`config.mk`:
```
export PLATFORM = sky130hd
export DESIGN_NAME = result_bus_arbiter_flat
export DESIGN_NICKNAME = d
export VERILOG_FILES = /design/src/rtl/result_bus_arbiter_pkg.sv /design/src/rtl/result_bus_arbiter_if.sv /design/src/rtl/result_bus_arbiter_rr_arbiter.sv /design/src/rtl/result_bus_arbiter.sv /design/src/flat_wrapper.sv
export SDC_FILE = /design/constraint.sdc
export NUM_CORES = 1
export LEC_CHECK = 0
export CAP_MARGIN = 5
export CELL_PAD_IN_SITES_DETAIL_PLACEMENT = 1
export CELL_PAD_IN_SITES_GLOBAL_PLACEMENT = 1
export CORE_UTILIZATION = 29
export CTS_CLUSTER_SIZE = 24
export DETAILED_ROUTE_END_ITERATION = 16
export PLACE_DENSITY = 0.95
export SYNTH_ARGS = -nofsm -noshare
export SYNTH_HDL_FRONTEND = slang
export SYNTH_HIERARCHICAL = 1
export SYNTH_SLANG_ARGS = --single-unit
```
`constraint.sdc`:
```
create_clock -name clk -period 8.5 [get_ports clk]
set_clock_uncertainty 0.1 [all_clocks]
set_input_delay 1.7 -clock clk [delete_from_list [all_inputs] [get_ports clk]]
set_output_delay 1.7 -clock clk [all_outputs]
set_load 0.02 [all_outputs]
```
`src/rtl/result_bus_arbiter_pkg.sv`:
```
`default_nettype none
// ============================================================================
// Module      : result_bus_arbiter_pkg
// Description : Shared types and widths for the CDB result-bus arbiter.
// Revision    : 1.0 - initial release
// ============================================================================
package result_bus_arbiter_pkg;

  localparam int c_REG_ADDR_W = 5;
  localparam int c_DATA_W     = 32;

  // CR0 field (LT/GT/EQ/SO) plus the XER sticky/overflow/carry bits
  typedef struct packed {
    logic [3:0] cr0;
    logic       xer_so;
    logic       xer_ov;
    logic       xer_ca;
  } cond_exception_t;

endpackage
`default_nettype wire

```
`src/rtl/result_bus_arbiter_if.sv`:
```
`default_nettype none
// ============================================================================
// Module      : result_bus_arbiter_if
// Description : Execution-unit result streams in, common data bus out.
// Revision    : 1.0 - initial release
// ============================================================================
interface result_bus_arbiter_if #(
  parameter int UNITS       = 4,
  parameter int RS_ID_WIDTH = 5
);
  import result_bus_arbiter_pkg::*;

  localparam int c_UNIT_W = (UNITS > 1) ? $clog2(UNITS) : 1;

  logic                                      flush;
  logic                                      cdb_stall;
  logic [UNITS-1:0]                          unit_valid;
  logic [UNITS-1:0]                          unit_ready;
  logic [UNITS-1:0][RS_ID_WIDTH-1:0]         unit_rs_id;
  logic [UNITS-1:0][c_REG_ADDR_W-1:0]        unit_reg_addr;
  logic [UNITS-1:0][c_DATA_W-1:0]            unit_result;
  cond_exception_t [UNITS-1:0]               unit_cr0_xer;

  logic                                      cdb_valid;
  logic [RS_ID_WIDTH-1:0]                    cdb_rs_id;
  logic [c_REG_ADDR_W-1:0]                   cdb_reg_addr;
  logic [c_DATA_W-1:0]                       cdb_value;
  cond_exception_t                           cdb_cr0_xer;
  logic [c_UNIT_W-1:0]                       cdb_unit;

  modport master (
    output flush, cdb_stall, unit_valid, unit_rs_id, unit_reg_addr, unit_result, unit_cr0_xer,
    input  unit_ready, cdb_valid, cdb_rs_id, cdb_reg_addr, cdb_value, cdb_cr0_xer, cdb_unit
  );

  modport slave (
    input  flush, cdb_stall, unit_valid, unit_rs_id, unit_reg_addr, unit_result, unit_cr0_xer,
    output unit_ready, cdb_valid, cdb_rs_id, cdb_reg_addr, cdb_value, cdb_cr0_xer, cdb_unit
  );

endinterface
`default_nettype wire

```
`src/rtl/result_bus_arbiter_rr_arbiter.sv`:
```
`default_nettype none
// ============================================================================
// Module      : rr_arbiter
// Description : Combinational round-robin search starting at ptr, wrapping mod N.
// Revision    : 1.0 - initial release
// ============================================================================
module rr_arbiter #(
  parameter  int N = 4,
  localparam int W = (N > 1) ? $clog2(N) : 1
) (
  input  wire logic [N-1:0] req,
  input  wire logic [W-1:0] ptr,
  output logic      [N-1:0] grant,
  output logic      [W-1:0] idx,
  output logic              any
);

  logic [W:0]   w_sum;
  logic [W-1:0] w_cand;

  // ptr < N and k < N, so one conditional subtract gives the modulo
  always_comb begin
    grant  = '0;
    idx    = '0;
    any    = 1'b0;
    w_sum  = '0;
    w_cand = '0;
    for (int k = 0; k < N; k++) begin
      w_sum = {1'b0, ptr} + (W+1)'(k);
      if (w_sum >= (W+1)'(N)) begin
        w_sum = w_sum - (W+1)'(N);
      end
      w_cand = w_sum[W-1:0];
      if (!any && req[w_cand]) begin
        any           = 1'b1;
        grant[w_cand] = 1'b1;
        idx           = w_cand;
      end
    end
  end

endmodule
`default_nettype wire

```
`src/rtl/result_bus_arbiter.sv`:
```
`default_nettype none
// ============================================================================
// Module      : result_bus_arbiter
// Description : Round-robin serialiser of execution-unit results onto a registered CDB.
// Revision    : 1.0 - initial release
// ============================================================================
module result_bus_arbiter
  import result_bus_arbiter_pkg::*;
#(
  parameter int UNITS       = 4,
  parameter int RS_ID_WIDTH = 5
) (
  input  wire logic            clk,
  input  wire logic            rst_n,
  result_bus_arbiter_if.slave  bus
);

  localparam int              c_UNIT_W = (UNITS > 1) ? $clog2(UNITS) : 1;
  localparam logic [c_UNIT_W-1:0] c_LAST = c_UNIT_W'(UNITS - 1);

  typedef struct packed {
    logic [RS_ID_WIDTH-1:0]  rs_id;
    logic [c_REG_ADDR_W-1:0] reg_addr;
    logic [c_DATA_W-1:0]     value;
    cond_exception_t         cr0_xer;
  } cdb_entry_t;

  cdb_entry_t          r_entry;
  logic                r_cdb_valid;
  logic [c_UNIT_W-1:0] r_cdb_unit;
  logic [c_UNIT_W-1:0] r_rr_ptr;

  logic [UNITS-1:0]    w_grant;
  logic [c_UNIT_W-1:0] w_winner;
  logic                w_any;
  logic                w_can_load;
  logic                w_handshake;

  rr_arbiter #(.N(UNITS)) u_rr_arbiter (
    .req   (bus.unit_valid),
    .ptr   (r_rr_ptr),
    .grant (w_grant),
    .idx   (w_winner),
    .any   (w_any)
  );

  // rst_n gating keeps every ready low while reset is held
  assign w_can_load     = rst_n && !bus.flush && (!r_cdb_valid || !bus.cdb_stall);
  assign w_handshake    = w_can_load && w_any;
  assign bus.unit_ready = w_can_load ? w_grant : '0;

  always_ff @(posedge clk or negedge rst_n) begin
    if (!rst_n) begin
      r_entry     <= '0;
      r_cdb_valid <= 1'b0;
      r_cdb_unit  <= '0;
      r_rr_ptr    <= '0;
    end else if (bus.flush) begin
      r_cdb_valid <= 1'b0;
    end else if (w_can_load) begin
      r_cdb_valid <= w_handshake;
      if (w_handshake) begin
        r_entry.rs_id    <= bus.unit_rs_id[w_winner];
        r_entry.reg_addr <= bus.unit_reg_addr[w_winner];
        r_entry.value    <= bus.unit_result[w_winner];
        r_entry.cr0_xer  <= bus.unit_cr0_xer[w_winner];
        r_cdb_unit       <= w_winner;
        r_rr_ptr         <= (w_winner == c_LAST) ? '0 : w_winner + 1'b1;
      end
    end
  end

  assign bus.cdb_valid    = r_cdb_valid;
  assign bus.cdb_rs_id    = r_entry.rs_id;
  assign bus.cdb_reg_addr = r_entry.reg_addr;
  assign bus.cdb_value    = r_entry.value;
  assign bus.cdb_cr0_xer  = r_entry.cr0_xer;
  assign bus.cdb_unit     = r_cdb_unit;

endmodule
`default_nettype wire

```
`src/flat_wrapper.sv`:
```
// flat-port wrapper written by rule: the top's interface ports become plain ports
module result_bus_arbiter_flat import result_bus_arbiter_pkg::*;
#(
  parameter int UNITS       = 4,
  parameter int RS_ID_WIDTH = 5
)
  (clk, rst_n, bus_flush, bus_cdb_stall, bus_unit_valid, bus_unit_rs_id, bus_unit_reg_addr, bus_unit_result, bus_unit_cr0_xer, bus_unit_ready, bus_cdb_valid, bus_cdb_rs_id, bus_cdb_reg_addr, bus_cdb_value, bus_cdb_cr0_xer, bus_cdb_unit);
  result_bus_arbiter_if #(.UNITS(UNITS), .RS_ID_WIDTH(RS_ID_WIDTH)) bus_i ();
  input  wire logic clk;
  input  wire logic rst_n;
  input wire logic [$bits(bus_i.flush)-1:0] bus_flush;
  input wire logic [$bits(bus_i.cdb_stall)-1:0] bus_cdb_stall;
  input wire logic [$bits(bus_i.unit_valid)-1:0] bus_unit_valid;
  input wire logic [$bits(bus_i.unit_rs_id)-1:0] bus_unit_rs_id;
  input wire logic [$bits(bus_i.unit_reg_addr)-1:0] bus_unit_reg_addr;
  input wire logic [$bits(bus_i.unit_result)-1:0] bus_unit_result;
  input wire logic [$bits(bus_i.unit_cr0_xer)-1:0] bus_unit_cr0_xer;
  output wire logic [$bits(bus_i.unit_ready)-1:0] bus_unit_ready;
  output wire logic [$bits(bus_i.cdb_valid)-1:0] bus_cdb_valid;
  output wire logic [$bits(bus_i.cdb_rs_id)-1:0] bus_cdb_rs_id;
  output wire logic [$bits(bus_i.cdb_reg_addr)-1:0] bus_cdb_reg_addr;
  output wire logic [$bits(bus_i.cdb_value)-1:0] bus_cdb_value;
  output wire logic [$bits(bus_i.cdb_cr0_xer)-1:0] bus_cdb_cr0_xer;
  output wire logic [$bits(bus_i.cdb_unit)-1:0] bus_cdb_unit;
  assign bus_i.flush = bus_flush;
  assign bus_i.cdb_stall = bus_cdb_stall;
  assign bus_i.unit_valid = bus_unit_valid;
  assign bus_i.unit_rs_id = bus_unit_rs_id;
  assign bus_i.unit_reg_addr = bus_unit_reg_addr;
  assign bus_i.unit_result = bus_unit_result;
  assign bus_i.unit_cr0_xer = bus_unit_cr0_xer;
  assign bus_unit_ready = bus_i.unit_ready;
  assign bus_cdb_valid = bus_i.cdb_valid;
  assign bus_cdb_rs_id = bus_i.cdb_rs_id;
  assign bus_cdb_reg_addr = bus_i.cdb_reg_addr;
  assign bus_cdb_value = bus_i.cdb_value;
  assign bus_cdb_cr0_xer = bus_i.cdb_cr0_xer;
  assign bus_cdb_unit = bus_i.cdb_unit;
  result_bus_arbiter #(.UNITS(UNITS), .RS_ID_WIDTH(RS_ID_WIDTH)) u_core (.clk(clk), .rst_n(rst_n), .bus(bus_i));
endmodule
```
; ---- Word level (Yosys, flattened, before mapping)
; Index checks and enable logic that the tools add are counted.
[classes]
add_sub_neg = 8
n_mul = 0
n_div = 0
order_cmp = 13
eq_ne = 1
shifts = 0
muxes = 44
bitwise_logic = 4
n_reduce_logical = 19
[op_table]
columns = operator, n
row1 = binary-select mux 32 bit (select 2 bit), 1
row2 = 2-to-1 mux 32 bit, 1
row3 = binary-select mux 5 bit (select 2 bit), 2
row4 = 2-to-1 mux 4 bit, 5
row5 = 2-to-1 mux 2 bit, 9
row6 = < comparator 2 x 3 -> 1 bit (second input constant), 5
row7 = binary-select mux 7 bit (select 2 bit), 1
row8 = 2-to-1 mux 1 bit, 14
row9 = OR 4 bit, 3
row10 = logical AND 1 bit, 10
row11 = 2-to-1 mux 5 bit, 2
row12 = greater-or-equal comparator 3 bit (second input constant), 3
row13 = binary-select mux 1 bit (select 2 bit), 4
row14 = demux 1 bit (select 2 bit), 4
row15 = greater-or-equal comparator 2 x 1 -> 1 bit (second input constant), 4
row16 = subtractor 2 x 1 -> 2 bit (second input constant), 4
row17 = 2-to-1 mux 7 bit, 1
row18 = adder 2 x 2 -> 3 bit (second input constant), 2
row19 = zero test 1 bit, 6
row20 = adder 2 x 1 -> 3 bit (second input constant), 1
row21 = greater-or-equal comparator 2 x 3 -> 1 bit (second input constant), 1
row22 = AND reduction 3 bit, 1
row23 = adder 2 x 1 -> 2 bit (second input constant), 1
row24 = equality test 2 bit (second input constant), 1
row25 = other kinds (3), 3
[totals]
reg_bits = 54
latchBits = 0
mem_bits_rw = 0
romBits = 0
output_inout_bits = 56
wordCells = 99
memories = 0

; ---- Logic depth before layout (Yosys ltp)
[logic_depth]
word_depth = 17
ltp_mapped = 12

; ---- Hierarchy
; The synthesis kept the hierarchy.
[by_module_without_submodules]
columns = module, n_inst, cells_each, area_per_inst_um2, seq_area_each_um2
row1 = result_bus_arbiter, 1, 186, 3256.9, 1351.3
row2 = rr_arbiter, 1, 45, 421.7, 0.0

; ---- Worst setup path after synthesis
; No wires, ideal clock.
[synth_path]
path_type = input-to-output
from = input port bus_unit_valid[2]
to = output port bus_unit_ready[0]
arrival_time_ns = 3.029
required_ns = 6.700
path_slack_ns = 3.671
stages = 6
path_buffers = 1
path_cell_list = mux4_2 > buf_6 > nor4b_4 > a22oi_1 > o21ai_0 > and2_1
[synth_via]
elab_chain_cells = 13
elab_cells_between_ends = 25
cone_classes = 16 x mux / 3 x bitwise / 6 x reduce/logical
[synth_rtl]
columns = element, line_no
row1 = from (decl), flat_wrapper.sv:13  ; input wire logic [$bits(bus_i.unit_valid)-1:0] bus_unit_valid;
row2 = binary-select mux 1 bit (select 2 bit), result_bus_arbiter_rr_arbiter.sv:34  ; if (!any && req[w_cand]) begin
row3 = 2-to-1 mux 1 bit (implied by the code), result_bus_arbiter_rr_arbiter.sv:34
row4 = 2-to-1 mux 1 bit, result_bus_arbiter_rr_arbiter.sv:34
row5 = zero test 1 bit, result_bus_arbiter_rr_arbiter.sv:34
row6 = logical AND 1 bit, result_bus_arbiter_rr_arbiter.sv:34
row7 = 2-to-1 mux 1 bit, result_bus_arbiter_rr_arbiter.sv:34
row8 = zero test 1 bit, result_bus_arbiter_rr_arbiter.sv:34
row9 = logical AND 1 bit, result_bus_arbiter_rr_arbiter.sv:34
row10 = 2-to-1 mux 1 bit, result_bus_arbiter_rr_arbiter.sv:34
row11 = zero test 1 bit, result_bus_arbiter_rr_arbiter.sv:34
row12 = logical AND 1 bit, result_bus_arbiter_rr_arbiter.sv:34
row13 = 2-to-1 mux 4 bit *, result_bus_arbiter_rr_arbiter.sv:34
row14 = named net u_core.w_grant[0], result_bus_arbiter.sv:33  ; logic [UNITS-1:0] w_grant;
row15 = 2-to-1 mux 4 bit *, result_bus_arbiter.sv:50  ; assign bus.unit_ready = w_can_load ? w_grant : '0;
row16 = to (decl), flat_wrapper.sv:18  ; output wire logic [$bits(bus_i.unit_ready)-1:0] bus_unit_ready;
; The timed path passes the listed nets; every way through them passes the cells marked *. The select of a mux whose other input is x is not followed.

; ---- Final worst setup path
[layout_path]
from = input port bus_unit_valid[3]
to = output port bus_unit_ready[3]
; The elaborated chain is that of the path after synthesis.

==> run_results.csv <==
group,metric,value,unit
floorplanning,io-pin-count,260,
setup_path,path_buf_inv,2,
setup_path,path_delay_family,"buffers and inverters",
setup_path,r2r_cells,9,
place,portBuffers,259,
clock_network,cts_setup_buffers,0,
clock_network,hold_buffers,0,
setup_path,r2r-end,"u_core/bus.cdb_value[10]",
setup_path,slowest_delay,0.67,ns
yosys,syn_area_per_cell,15.9,um2
floorplanning,die_area,0.0131,mm2
setup_path,worstSetupEndpointType,"output port",
clock_network,cts_sinks,54,
detailed_routing,dr.pass1.iters,4,
timing,finalHoldViolCount,0,
hold_path,holdPathStages,1,
power,irDropWorstVdd,0.238,mV
detailed_routing,wl_per_cell,20.2,um
yosys,synth_area_leaders,"dfrtp_1 37%, mux4_2 31%, mux2_2 15%, buf_6 2.1%, ha_1 2.0%",
place,place.gp.congestion,0.770,
power,p_leak,0.00246,uW
yosys,synth_commonest_cells,"54 x dfrtp_1, 51 x mux4_2, 50 x mux2_2",
yosys,synth-seq-cells,54,
hold_path,holdPathEnd,"u_core/bus.cdb_unit[0]",
floorplanning,core-area,0.0122,mm2
setup_path,ff2ff_setup_slack,4.26,ns
floorplanning,core.rowCount,40,
clock_network,cts_tree,"built",
run,cap_violations,0,
detailed_routing,drtIter0Drc,113,
yosys,synthFlopType,"dfrtp_1",
setup_path,path_cells,"clkdlybuf4s50_1, mux4_2, nor4b_4, a22oi_1, o21ai_0, and2_1, clkdlybuf4s50_1",
detailed_routing,ant_nets,0,
grt,grt_max_degree,57,
layout,layout-drive-gt1-share,24.8,%
hold_path,min_from,"u_core/bus.cdb_unit[0]",
setup_path,critPathKind,"input pin to output port",
timing,finalCritPeriodShare,72.5,%
clock_network,clk_latency,0.29,ns
power,p_int,1480,uW
power,p_clk_share,9.8,%
detailed_routing,avgViaCountPerCell,4.99,
clock_network,root_buffer,"clkbuf_16",
timing,fmax,162,MHz
setup_path,cp.arrival,4.36,ns
clock_network,clock_path_buffers,2,
grt,grt_pass1_vias,3797,
power,power_switching,934,uW
detailed_routing,drc,0,
yosys,syn-instance-count,231,
grt,antenna_found_initial,0,
yosys,synth_top_cell_by_area,"dfrtp_1",
power,finalPower,2410,uW
grt,grt_pass1_wl,20.2,mm
power,seq_power_share,19.9,%
setup_path,cpMostUsedCell,"clkdlybuf4s50_1",
setup_path,cp_max_fo,13,
timing,period_needed,6.16,ns
timing,fin_tns_setup,0,ns
setup_path,cp-start-kind,"input pin",
clock_network,htree_levels,2,
yosys,synth_cell_types,30,
grt,grt_overflow_total,0,
yosys,synth_edf_count,0,
yosys,yosysSeqAreaShare,36.7,%
setup_path,cp.required,6.70,ns
timing,rsz0062_at_grt,"no",
clock_network,clkSlewWorstSetupHoldPaths,0.07,ns
yosys,synth_top_area_share,36.7,%
setup_path,cp_slowest_cell,"mux4_2",
place,dp_hpwl,10.6,mm
yosys,yosysMostFrequentCell,"dfrtp_1",
detailed_routing,dr_total_vias,3251,
clock_network,cts_buffers,5,
detailed_routing,routed_wl,13.1,mm
layout,n_antenna_cell,0,
timing,slew_viol_final,0,
floorplanning,die_w,115,um
floorplanning,die_h,115,um
power,combinationalPowerShare,70.3,%
power,pwr_density_cell,368,mW/mm2
power,swShare,38.7,%
layout,fillers,1272,
clock_network,cts_resized,0,
layout,area_growth,78.4,%
yosys,synth-async-reset-ratio,100,%
timing,setup_viol,0,
floorplanning,start_util,30.1,%
grt,track_usage,20.6,%
timing,relSlewSlack,34.1,%
layout,nets,692,
yosys,synth_area,0.00368,mm2
hold_path,hp-class,"register to register",
timing,tightestPinTransition,0.988,ns
yosys,synth_warnings,6,
setup_path,r2r_start,"u_core/r_rr_ptr[0]",
outcome,status,"complete, no violations",
yosys,mappedNetlistNets,441,
==> placed cells by master, fill, tap and decap left out, drive strengths merged <==
master and instances:
nand2 1, clkdlybuf4s50 258, a2111oi 1, a32o 1
o31ai 1, nor3 1, ha 6, and2b 1
nor2b 1, clkinv 1, a211oi 1, bufinv 1
o221ai 1, nor2 4, clkbuf 5, inv 6
and2 4, o21ai 6, mux2i 2, a22oi 8
mux2 54, mux4 53, a21oi 1, nor4 1
nand2b 2, nor4b 1, o211ai 1, buf 6
dfrtp 54
==> metrics by stage <==
step           utilization (%)  worst slack (ns)  instance area (um2)  cells  hold slack [ns]
6_report                  53.8              2.34                 6560    651            0.406
5_1_grt                   53.8              2.23                 6560    651            0.424
4_1_cts                   53.8              2.37                 6560    651            0.412
3_5_place_dp              52.4              2.37                 6390    643            0.395
3_3_place_gp              52.4              2.55                 6390    643            0.367
2_1_floorplan                -              3.67                 3680    231            0.463
==> state kept, by name, indices dropped and copies added, names as in the netlist <==
register                 count
u_core/bus.cdb_reg_addr      5
u_core/bus.cdb_rs_id         5
u_core/bus.cdb_cr0_xer       7
u_core/bus.cdb_unit          2
u_core/bus.cdb_valid         1
u_core/r_rr_ptr              2
u_core/bus.cdb_value        32
==> worst max path at each step <==
| stage | startpoint | to | slack (ns) | cells after the start |
|---|---|---|---|---|
| floorplan | bus_unit_valid[2] | bus_unit_ready[0] | 3.67 | 6 |
| global placement | bus_unit_valid[3] | bus_unit_ready[3] | 2.55 | 7 |
| detailed placement | bus_unit_valid[3] | bus_unit_ready[3] | 2.37 | 7 |
| CTS | bus_unit_valid[3] | bus_unit_ready[3] | 2.37 | 7 |
| global route | bus_unit_valid[3] | bus_unit_ready[0] | 2.23 | 7 |
| finish | bus_unit_valid[3] | bus_unit_ready[3] | 2.34 | 7 |
==> power groups by stage <==
stage,clock (uW),sequential (uW),combinational [uW]
6_report,236,481,1700
5_1_grt,256,499,1820
4_1_cts,246,484,1730
3_5_place_dp,0,487,1720
3_3_place_gp,0,474,1650
2_1_floorplan,0,619,1010
==> logic make-up (layout without fill, tap and decap cells) <==
kind of cell	after synthesis	after routing	share of synthesized area [%]
adder cells (fa/ha/maj)	6	6	2.04
AND/OR/NAND/NOR	16	16	2.89
buffers and inverters	25	277	4.15
flip-flops	54	54	36.7
AO/OA/AOI/OAI	21	21	4.46
multiplexers	109	109	49.7
==> final cells by class <==
type | instances | area, um2 | share of cell area (%)
clock buffers | 5 | 125 | 1.91
well taps | 168 | 210 | 3.20
flip-flops and latches | 54 | 1350 | 20.6
repair buffers | 264 | 2630 | 40.0
clock inverters | 3 | 43.8 | 0.667
inverters | 5 | 18.8 | 0.286
multi-input cells | 152 | 2190 | 33.4
==> metal layers <==
layer  share of wire (%)  track usage [%]
met1                  33             20.8
met3                 8.8             5.88
met2                  56             40.8
met4                 1.9             5.63
met5                   0                0
Note: power is estimated with default switching activity, not from simulation.
